$ cat config.mk
export PLATFORM = sky130hd
export DESIGN_NAME = ledmux_frame_scheduler
export DESIGN_NICKNAME = d
export VERILOG_FILES = /design/src/rtl/ledmux_frame_scheduler.sv
export SDC_FILE = /design/constraint.sdc
export NUM_CORES = 1
export LEC_CHECK = 0
export BUFFER_PORTS_ARGS = -buffer_cell sky130_fd_sc_hd__clkbuf_2
export CELL_PAD_IN_SITES_DETAIL_PLACEMENT = 0
export CELL_PAD_IN_SITES_GLOBAL_PLACEMENT = 1
export CORE_UTILIZATION = 46
export CTS_BUF_LIST = sky130_fd_sc_hd__clkbuf_4
export DETAILED_ROUTE_END_ITERATION = 7
export PLACE_DENSITY_LB_ADDON = 0.1
export RECOVER_POWER = 100
export SYNTH_ARGS = -nofsm -noshare
export SYNTH_HDL_FRONTEND = slang
export SYNTH_SLANG_ARGS = --single-unit
$ cat constraint.sdc
create_clock -name clk -period 2.3 [get_ports clk]
set_clock_uncertainty 0.05 [all_clocks]
set_input_delay 0.345 -clock clk [delete_from_list [all_inputs] [get_ports clk]]
set_output_delay 0.345 -clock clk [all_outputs]
set_load 0.05 [all_outputs]
$ cat src/rtl/ledmux_frame_scheduler.sv
// LED-matrix frame scheduler: queues display command bytes, shows each for a
// programmed dwell, and generates the scroll frame tick and scroll position.
module ledmux_frame_scheduler #(
  parameter int         DEPTH        = 4,
  parameter int         PRESCALE     = 4194304,
  parameter int         DWELL_FRAMES = 16,
  parameter logic [7:0] DEFAULT_VAL  = 8'h21
) (
  input  logic                     clk,
  input  logic                     reset,
  input  logic                     cmd_valid,
  input  logic [7:0]               cmd_data,
  output logic                     cmd_ready,
  output logic [7:0]               val_out,
  output logic [3:0]               scroll_pos,
  output logic                     frame_tick,
  output logic                     busy,
  output logic                     cmd_done,
  output logic [$clog2(DEPTH):0]   fifo_level
);

  // state | meaning
  // IDLE  | nothing to show, val_out holds the last value
  // LOAD  | pop FIFO head into val_out and arm the dwell counter
  // HOLD  | current command displayed, dwell counts down on frame ticks

  localparam int AW = $clog2(DEPTH);
  localparam int PW = $clog2(PRESCALE);
  localparam int DW = $clog2(8 * DWELL_FRAMES) + 1;

  localparam logic [AW:0]   FULL_LVL   = (AW + 1)'(DEPTH);
  localparam logic [PW-1:0] PRE_LAST   = PW'(PRESCALE - 1);
  localparam logic [DW-1:0] DWELL_UNIT = DW'(DWELL_FRAMES);

  typedef enum logic [1:0] {
    IDLE = 2'd0,
    LOAD = 2'd1,
    HOLD = 2'd2
  } state_t;

  state_t          state, state_nxt;
  logic            load;
  logic            done_nxt;
  logic [PW-1:0]   pre_cnt;
  logic [DW-1:0]   dwell_cnt;
  logic [7:0]      mem [DEPTH];
  logic [AW-1:0]   wr_ptr, rd_ptr;
  logic [7:0]      head;
  logic            push, pop;

  // Prescaler
  assign frame_tick = (pre_cnt == PRE_LAST);

  always_ff @(posedge clk or posedge reset) begin
    if (reset)           pre_cnt <= '0;
    else if (frame_tick) pre_cnt <= '0;
    else                 pre_cnt <= pre_cnt + 1'b1;
  end

  // Command FIFO; a pop while full leaves cmd_ready low until the count drops.
  assign cmd_ready = (fifo_level != FULL_LVL);
  assign push      = cmd_valid && cmd_ready;
  assign pop       = load;
  assign head      = mem[rd_ptr];

  always_ff @(posedge clk) begin
    if (push) mem[wr_ptr] <= cmd_data;
  end

  always_ff @(posedge clk or posedge reset) begin
    if (reset) begin
      wr_ptr     <= '0;
      rd_ptr     <= '0;
      fifo_level <= '0;
    end else begin
      if (push) wr_ptr <= wr_ptr + 1'b1;
      if (pop)  rd_ptr <= rd_ptr + 1'b1;
      case ({push, pop})
        2'b10:   fifo_level <= fifo_level + 1'b1;
        2'b01:   fifo_level <= fifo_level - 1'b1;
        default: fifo_level <= fifo_level;
      endcase
    end
  end

  // Sequencer
  always_ff @(posedge clk or posedge reset) begin
    if (reset) state <= IDLE;
    else       state <= state_nxt;
  end

  always_comb begin
    state_nxt = state;
    load      = 1'b0;
    done_nxt  = 1'b0;
    case (state)
      IDLE: begin
        if (fifo_level != '0) state_nxt = LOAD;
      end
      LOAD: begin
        load      = 1'b1;
        state_nxt = HOLD;
      end
      HOLD: begin
        if (frame_tick && dwell_cnt == DW'(1)) begin
          done_nxt  = 1'b1;
          state_nxt = (fifo_level != '0) ? LOAD : IDLE;
        end
      end
      default: state_nxt = IDLE;
    endcase
  end

  assign busy = (state != IDLE);

  always_ff @(posedge clk or posedge reset) begin
    if (reset) begin
      val_out    <= DEFAULT_VAL;
      dwell_cnt  <= '0;
      scroll_pos <= '0;
      cmd_done   <= 1'b0;
    end else begin
      cmd_done <= done_nxt;
      if (load) begin
        val_out    <= {2'b00, head[5:0]};
        dwell_cnt  <= DWELL_UNIT << head[7:6];
        scroll_pos <= '0;
      end else begin
        if (frame_tick) scroll_pos <= scroll_pos + 1'b1;
        // terminal-count compare at 1 stops the count at 0, never below
        if (state == HOLD && frame_tick && dwell_cnt != '0)
          dwell_cnt <= dwell_cnt - 1'b1;
      end
    end
  end

endmodule

== Word-level counts from Yosys, hierarchy flattened ==
Memories as Yosys holds them, arrays and structs flattened.
Cells that the tools add are included.
Widths: inputs -> output; s select.
Storage, ports and cells
  register bits: 50
  bits in writable memories: 32
  input port bits: 11
  output and inout port bits: 19
  word-level logic and storage cells: 54
  memories: 1
Cells by class
  add/subtract/negate cells: 7
  equality and inequality tests: 9
  shift-type cells: 1
  multiplexer cells: 15
  reduce and logical (&&, ||, !) cells: 12
Memories
  mem: depth 4, bits a word 8, read ports 1, clocked after Yosys merged registers in 0, write ports 1, RTL line 46  | logic [7:0] mem [DEPTH];
Operators by type and width (number)
  $add 22x1->22 const B: 1
  $eq 22x22->1 const B: 1
  $mux 22: 1
  $mux 8: 2
  $eq 8x1->1 const B: 1
  $mux 4: 2
  $reduce_bool 2->1: 4
  $reduce_bool 8->1: 1
  $shl 5x2->8 const A: 1
  $sub 8x1->8 const B: 1
  $mux 1: 6
  $pmux 2 s3: 1
  $pmux 3 s2: 1
  $add 2x1->2 const B: 2
  $add 4x1->4 const B: 1
  $eq 2x1->1 const B: 2
  $eq 2x2->1 const B: 2
  $logic_and 1x1->1: 4
  $mux 2: 2
  $ne 2x2->1 const B: 2
  $add 3x1->3 const B: 1
  $ne 3x3->1 const B: 1
  $reduce_bool 3->1: 1
  $sub 3x1->3 const B: 1
  2 further kinds: 2

== Depth between registers and ports, before layout ==
Gate-level depths: netlist of run 1.
  depth in word-level cells: 5
  depth in mapped cells: 10
  depth with buffers taken out: 10

== Least setup slack after synthesis of run 1 ==
No wires, ideal clock.
  path type: register to register
  from: reg fifo_level[2]
  to: reg fifo_level[2]
  library setup time: 82 ps
  data arrival time: 2664 ps
  required time: 2168 ps
  slack: -496 ps
  stages on the path, launching flop included: 10
  buffers on the path: 0
  clock period less this slack: 2796 ps
  cell sequence: dfrtp_1 > nand3_1 > and2_1 > inv_1 > ha_1 > inv_1 > fa_1 > xor2_1 > nor2_1 > xor2_1
Between the ends
  longest elaborated chain between the ends: 4
  elaborated cells on any way between the ends: 8
  those cells by class: add/sub: 2; eq/ne: 3; mux: 1; reduce/logical: 2
RTL lines
  start, declared: RTL line 19  | output logic [$clog2(DEPTH):0] fifo_level
  start signal, assigned: RTL line 79  | 2'b10: fifo_level <= fifo_level + 1'b1;
  start signal, assigned: RTL line 80  | 2'b01: fifo_level <= fifo_level - 1'b1;
  start signal, assigned: RTL line 81  | default: fifo_level <= fifo_level;
  $ne 3x3->1 (*): RTL line 61  | assign cmd_ready = (fifo_level != FULL_LVL);
  net cmd_ready: RTL line 13  | output logic cmd_ready,
  $logic_and 1x1->1 (*): RTL line 62  | assign push = cmd_valid && cmd_ready;
  $eq 2x1->1 or $eq 2x2->1 (tied branches): RTL line 78  | case ({push, pop})
  $pmux 3 s2 or $reduce_bool 2->1 (tied branches)
The timed path passes the listed nets; every way through them passes the cells marked *.
A chain may end at the register's enable or synchronous reset.

== Worst setup path in the final report of run 1 ==
  from: reg pre_cnt[0]
  to: out frame_tick
Between the ends
  longest elaborated chain between the ends: 1
RTL lines
  start, declared: RTL line 44  | logic [PW-1:0] pre_cnt;
  start signal, assigned: RTL line 57  | else pre_cnt <= pre_cnt + 1'b1;
  $eq 22x22->1: RTL line 52  | assign frame_tick = (pre_cnt == PRE_LAST);
  end, declared: RTL line 16  | output logic frame_tick,
No other way between the ends.

==> results_dict.tcl, run 1 <==
set metrics [dict create \
    ys_ff_latch 82 \
    synth_top_family_by_area "simple AND/OR/NAND/NOR gates" \
    core_um2 7727 \
    required_ns 1.90 \
    synth-edff-count 32 \
    synth_common_cells "48 x dfrtp_1, 32 x edfxtp_1, 22 x nor2_1" \
    syn2layout_area_growth_pct 14.45 \
    grt.overflow.total 0 \
    worstHoldPathType "primary input to flip-flop" \
    fillers 663 \
    initial_core_util 0.4739 \
    drt_first_pass_iters 4 \
    die_h_um 91.23 \
    port_buffers 27 \
    arrival_ns 1.82 \
    critical_path.max_fanout 5 \
    pin_count 30 \
    worst-setup-path-type "flip-flop to output pin" \
    worstSetupEndpointType "output pin" \
    drive_above_1_share 0.2409 \
    cts_root_buf "clkbuf_4" \
    post-route-util 0.5424 \
    antenna_left 0 \
    ys_warn_count 0 \
    grt_pass1_vias 2396 \
    multiInputGateArea_um2 1398 \
    synth_ff_type "dfrtp_1" \
    die-area_um2 8322 \
    grt_pass1_wl_um 11190 \
    final_cells 430 \
    ys_seq_area_frac 0.6047 \
    setup_viol 0 \
    wire_per_inst_um 14.71 \
    cts_tree "yes" \
    setup_tns_ns 0 \
    netlist_area_um2 3662 \
    clkSlewWorstSetupHoldPaths_ns 0.16 \
    clkSinkCount 82 \
    drtIter0Drc 61 \
    cpLargestDelayFamily "flip-flops" \
    p_per_area_nw_per_um2 741.6 \
    post-route-period-util 0.9634 \
    status "finished, final reports clean" \
    ctsLongestPathBuffers 2 \
    tightest_slew_ns 0.8430 \
    chipWidth_um 91.23 \
    placed_cells 408 \
    yosys.area.top_type "dfrtp_1" \
    cts_buffers 9 \
    register_area_um2 2218 \
    vdd_ir_drop_max_mv 0.4749 \
    synthAdderAreaFrac 0.03963 \
    synthCells 280 \
    insertion_delay_ns 0.43 \
    worst-path-buf-inv 3 \
    crit_chain "ha_4, and2_4, buf_4, nand4_4, nor2_4, buf_6, buf_12" \
    slew_viol_final 0 \
    pre_cts_slack_ns 0.1470 \
    synth_top_area_share 0.3280 \
    critPathMaxStageDelay_ns 0.43 \
    dpl.hpwl_um 4365 \
    start_kind "flip-flop" \
    drt-total-wl_um 6325 \
    synthMuxAreaShare 0.07858 \
    yosysMostFrequentCell "dfrtp_1" \
    hold_viol 0 \
    synth.avg_cell_area_um2 13.08 \
    final_nets 345 \
    synth_area_leaders "dfrtp_1 33%, edfxtp_1 26%, mux4_2 4.9%" \
    synth-simple-area-share 0.1510 \
    cap_violations 0 \
    htree_levels 3 \
    ys_types 42 \
    min_period_ns 2.216 \
    clock.fmax_ghz 0.4513 \
    p_leak_uw 0.001743 \
    slowest_stage "dfrtp_1" \
    antenna_found_initial 0 \
    synth_compound_area_frac 0.02562 \
    slew_headroom 0.4374 \
    drt-vias-per-instance 5.167 \
    antenna_cells 0 \
    gp_congestion 0.7680 \
    grt_use_total 0.1757 \
    grt_max_degree 26 \
    async_flop_share 0.6098 \
    drc_errors 0 \
    rows 32 \
    worst_slack_ns 0.08428 \
    synthXorXnorAreaFrac 0.07175 \
    routed-via-count 2222 \
    rsz0062_at_grt "yes" \
]
## sequential cells by signal, summed over array words and instances, names as in the netlist
register    flops
mem            32
pre_cnt        22
dwell_cnt       8
val_out         6
scroll_pos      4
fifo_level      3
rd_ptr          2
state           2
wr_ptr          2
cmd_done        1
## placed cells by master, fill, tap and decap left out, drive strengths merged, types with 6 or more instances in the layout
master	n
o21ai	6
ha	10
xnor2	18
nand4	9
xor2	12
mux4	8
nand2	16
inv	15
nand3	12
dfrtp	48
buf	16
mux2	6
edfxtp	32
nor2	22
clkbuf	35
## routing by layer
| layer | up-vias | global-route usage | routed length (µm) |
|---|---|---|---|
| met5 | - | 0 | 0 |
| met4 | 0 | 0.08201 | 86 |
| met3 | 7 | 0.03350 | 132 |
| met2 | 28 | 0.2936 | 3104 |
| met1 | 1096 | 0.2211 | 3002 |
| li1 | 1091 | - | - |
## layout make-up
type,instances,share of cell area
Sequential cell,82,0.5293
Tap cell,102,0.03045
Clock buffer,9,0.01612
Timing Repair Buffer,43,0.06358
Clock inverter,7,0.01821
Inverter,10,0.008955
Multi-Input combinational cell,177,0.3334
## cells by family (layout without fill, tap and decap cells)
| logic type | count (synthesis) | in the layout |
|---|---|---|
| AOI/OAI and AO/OA | 16 | 16 |
| xor gates and xnor gates | 30 | 30 |
| adders and majority gates | 11 | 11 |
| buffers and inverters | 22 | 69 |
| DFF | 82 | 82 |
| muxes | 18 | 18 |
| other | 1 | 2 |
| and+or+nand+nor | 100 | 100 |
## power breakdown
group | internal, µW | switching, µW
clock network | 264 | 584
logic | 153 | 344
registers | 1700 | 67.9
## repair_timing
action / in CTS / in global routing
cloned: 0 / 0
pin swaps: 2 / 0
hold endpoints to repair: 18 / 0
setup buffers: 5 / 0
resized for setup: 6 / 3
endpoints found under the setup margin: 1 / 2
hold buffers: 1 / 0
## worst paths after layout
check                              start       endpoint  slack [ns]  depth (start not counted)
setup / recovery              pre_cnt[0]     frame_tick        0.08                          7
hold / removal               cmd_data[2]      mem[0][2]        0.11                          1
setup reg to reg           fifo_level[1]  fifo_level[2]        0.17                         10
hold reg to reg               pre_cnt[4]     pre_cnt[4]        0.43                          1
max in group asynchronous          reset  fifo_level[1]        0.90                          4
min in group asynchronous          reset     val_out[1]        0.54                          3
## worst register-to-register path, cell delays in order, from the launching register on
cell	delay [ns]
dfrtp_2	0.44
inv_1	0.15
nand3_4	0.11
and2_1	0.22
inv_1	0.08
ha_1	0.18
inv_1	0.06
fa_1	0.37
xor2_1	0.15
nor2_1	0.11
xor2_1	0.15
## per-stage QoR
stage | total power (µW) | cell area [µm²] | hold slack [ns]
floorplan | 2170 | 3682 | 0.3875
global placement | 2290 | 3974 | 0.3248
detailed placement | 2305 | 3974 | 0.3222
CTS | 3164 | 4190 | 0.03603
global route | 3274 | 4192 | 0.07542
finish | 3109 | 4192 | 0.1144
No activity file was read; power rests on OpenSTA's default activity.
==> run 2, diff against run 1 <==
--- a/config.mk
+++ b/config.mk
@@ -8,11 +8,13 @@
 export BUFFER_PORTS_ARGS = -buffer_cell sky130_fd_sc_hd__clkbuf_2
 export CELL_PAD_IN_SITES_DETAIL_PLACEMENT = 0
 export CELL_PAD_IN_SITES_GLOBAL_PLACEMENT = 1
+export CORE_MARGIN = 1
 export CORE_UTILIZATION = 46
 export CTS_BUF_LIST = sky130_fd_sc_hd__clkbuf_4
 export DETAILED_ROUTE_END_ITERATION = 7
 export PLACE_DENSITY_LB_ADDON = 0.1
 export RECOVER_POWER = 100
+export SETUP_SLACK_MARGIN = 0.5
 export SYNTH_ARGS = -nofsm -noshare
 export SYNTH_HDL_FRONTEND = slang
 export SYNTH_SLANG_ARGS = --single-unit
==> run 2 against run 1 <==
Power increased by 5.3%. Cell area increased by 8.1%. Routed wire length grew 14%. Count of clock-buffer cells in the layout unchanged. Clock power rose by 9.6%.
==> results_dict.tcl, run 2 (synthesis gave the netlist of run 1 again) <==
set metrics [dict create \
    status "finished, final reports clean" \
    gp_congestion 0.7493 \
    clkSlewWorstSetupHoldPaths_ns 0.15 \
    die_h_um 91.23 \
    critical_path.max_fanout 6 \
    slew_headroom 0.3923 \
    start_kind "flip-flop" \
    final_nets 380 \
    drt-total-wl_um 7208 \
    rows 32 \
    ff2ff_setup_slack_ns 0.24 \
    slowest_stage "or4_1" \
    port_buffers 27 \
    insertion_delay_ns 0.43 \
    largest_reg_flops 32 \
    p_per_area_nw_per_um2 722.0 \
    power_uw 3272 \
    post-route-period-util 0.8937 \
    dpl.hpwl_um 4521 \
    die-area_um2 8322 \
    antenna_left 0 \
    final_common_cell "dfrtp_1" \
    rsz0062_at_grt "yes" \
    grt_use_total 0.1900 \
    wire_per_inst_um 15.50 \
    grt.overflow.total 0 \
    worst_slack_ns 0.2445 \
    chipWidth_um 91.23 \
    htree_levels 3 \
    drc_errors 0 \
    syn2layout_area_growth_pct 23.74 \
    drt-vias-per-instance 5.247 \
    ctsLongestPathBuffers 2 \
    arrival_ns 2.35 \
    drtIter0Drc 140 \
    grt_pass1_vias 2532 \
    routed-via-count 2440 \
    cts_root_buf "clkbuf_4" \
    grt_max_degree 31 \
    reg_top3 "mem x32, pre_cnt x22, dwell_cnt x8" \
    post-route-util 0.5865 \
    pre_cts_slack_ns 0.2856 \
    clkSinkCount 82 \
    initial_core_util 0.4739 \
    reg2reg_depth 7 \
    mostFrequentLayoutCells "41 x dfrtp_1, 34 x buf_4, 32 x edfxtp_1, 29 x clkbuf_1, 19 x nor2_1" \
    vdd_ir_drop_max_mv 0.4724 \
    drt_first_pass_iters 4 \
    largest-register "mem" \
    hold_viol 0 \
    drive_above_1_share 0.3140 \
    holdWs_ns 0.09902 \
    pin_count 30 \
    cap_violations 0 \
    critPathMaxStageDelay_ns 0.42 \
    antenna_found_initial 0 \
    antenna_cells 0 \
    slew_viol_final 0 \
    tightest_slew_ns 0.9105 \
    min_period_ns 2.055 \
    cts_tree "yes" \
    required_ns 2.59 \
    setup_tns_ns 0 \
    cts_buffers 9 \
    setup_viol 0 \
    min_delay_path_depth 1 \
    clock.fmax_ghz 0.4865 \
    grt_pass1_wl_um 11910 \
    worst-setup-path-type "flip-flop to flip-flop" \
    p_leak_uw 0.001888 \
    worstHoldPathType "primary input to flip-flop" \
    worstSetupEndpointType "flip-flop" \
    core_um2 7727 \
    crit_chain "ha_1, and2_4, clkbuf_1, nand4_1, or2_4, or4_1, a21oi_1" \
]
-- run 2: changes by cell type in the layout (fill, tap and decap cells not counted), sizes merged --
cell,before,now
buf,16,41
clkbuf,35,45
inv,15,12
clkinvlp,0,2
bufinv,0,1
-- run 2: area by class of cell --
| cell class | instances | area (µm²) |
|---|---|---|
| Fill cell | 670 | 3196 |
| Sequential cell | 82 | 2223 |
| Multi-Input combinational cell | 177 | 1455 |
| Timing Repair Buffer | 78 | 523.0 |
| Tap cell | 102 | 127.6 |
| Clock inverter | 7 | 93.84 |
| Clock buffer | 9 | 67.56 |
| Inverter | 10 | 41.29 |
-- run 2: worst max-delay path: cells and delay by family (launching register included) --
kind	cells	cell delay, ns
compound gates	1	0.14
fa+ha+maj	1	0.18
buf+inv	1	0.16
flops	1	0.38
simple gates	4	1.04
-- run 2: path summary, 6_finish.rpt --
path,startpoint,end
min in group asynchronous,reset,val_out[2]
hold / removal,cmd_data[2],mem[2][2]
setup reg to reg,pre_cnt[0],dwell_cnt[2]
setup / recovery,pre_cnt[0],dwell_cnt[2]
max in group asynchronous,reset,val_out[5]
hold reg to reg,pre_cnt[20],pre_cnt[20]
-- run 2: where the power goes --
part           internal, µW  leakage (µW)  switching [µW]
sequential             1700      0.000929            68.0
clock                   363     0.0000837             566
combinational           215      0.000876             365
-- run 2: layer usage --
layer	part of all wire	GRT usage	vias up
met4	0.026	0.09392	0
met5	0	0	-
met2	0.53	0.3302	57
met3	0.037	0.04690	20
li1	-	-	1162
met1	0.41	0.2186	1201
-- run 2: what timing repair did --
item	CTS	global route
endpoints found under the hold margin	20	0
pin swaps	13	25
resized for setup	25	38
setup buffers	27	15
setup endpoints to repair	20	18
hold buffers	1	0
-- run 2: metrics by stage --
| step | instances | instance area (µm²) |
|---|---|---|
| detailed placement | 406 | 3990 |
| finish | 465 | 4532 |
| floorplan | 281 | 3744 |
| global placement | 406 | 3990 |
| global route | 465 | 4532 |
| CTS | 450 | 4456 |
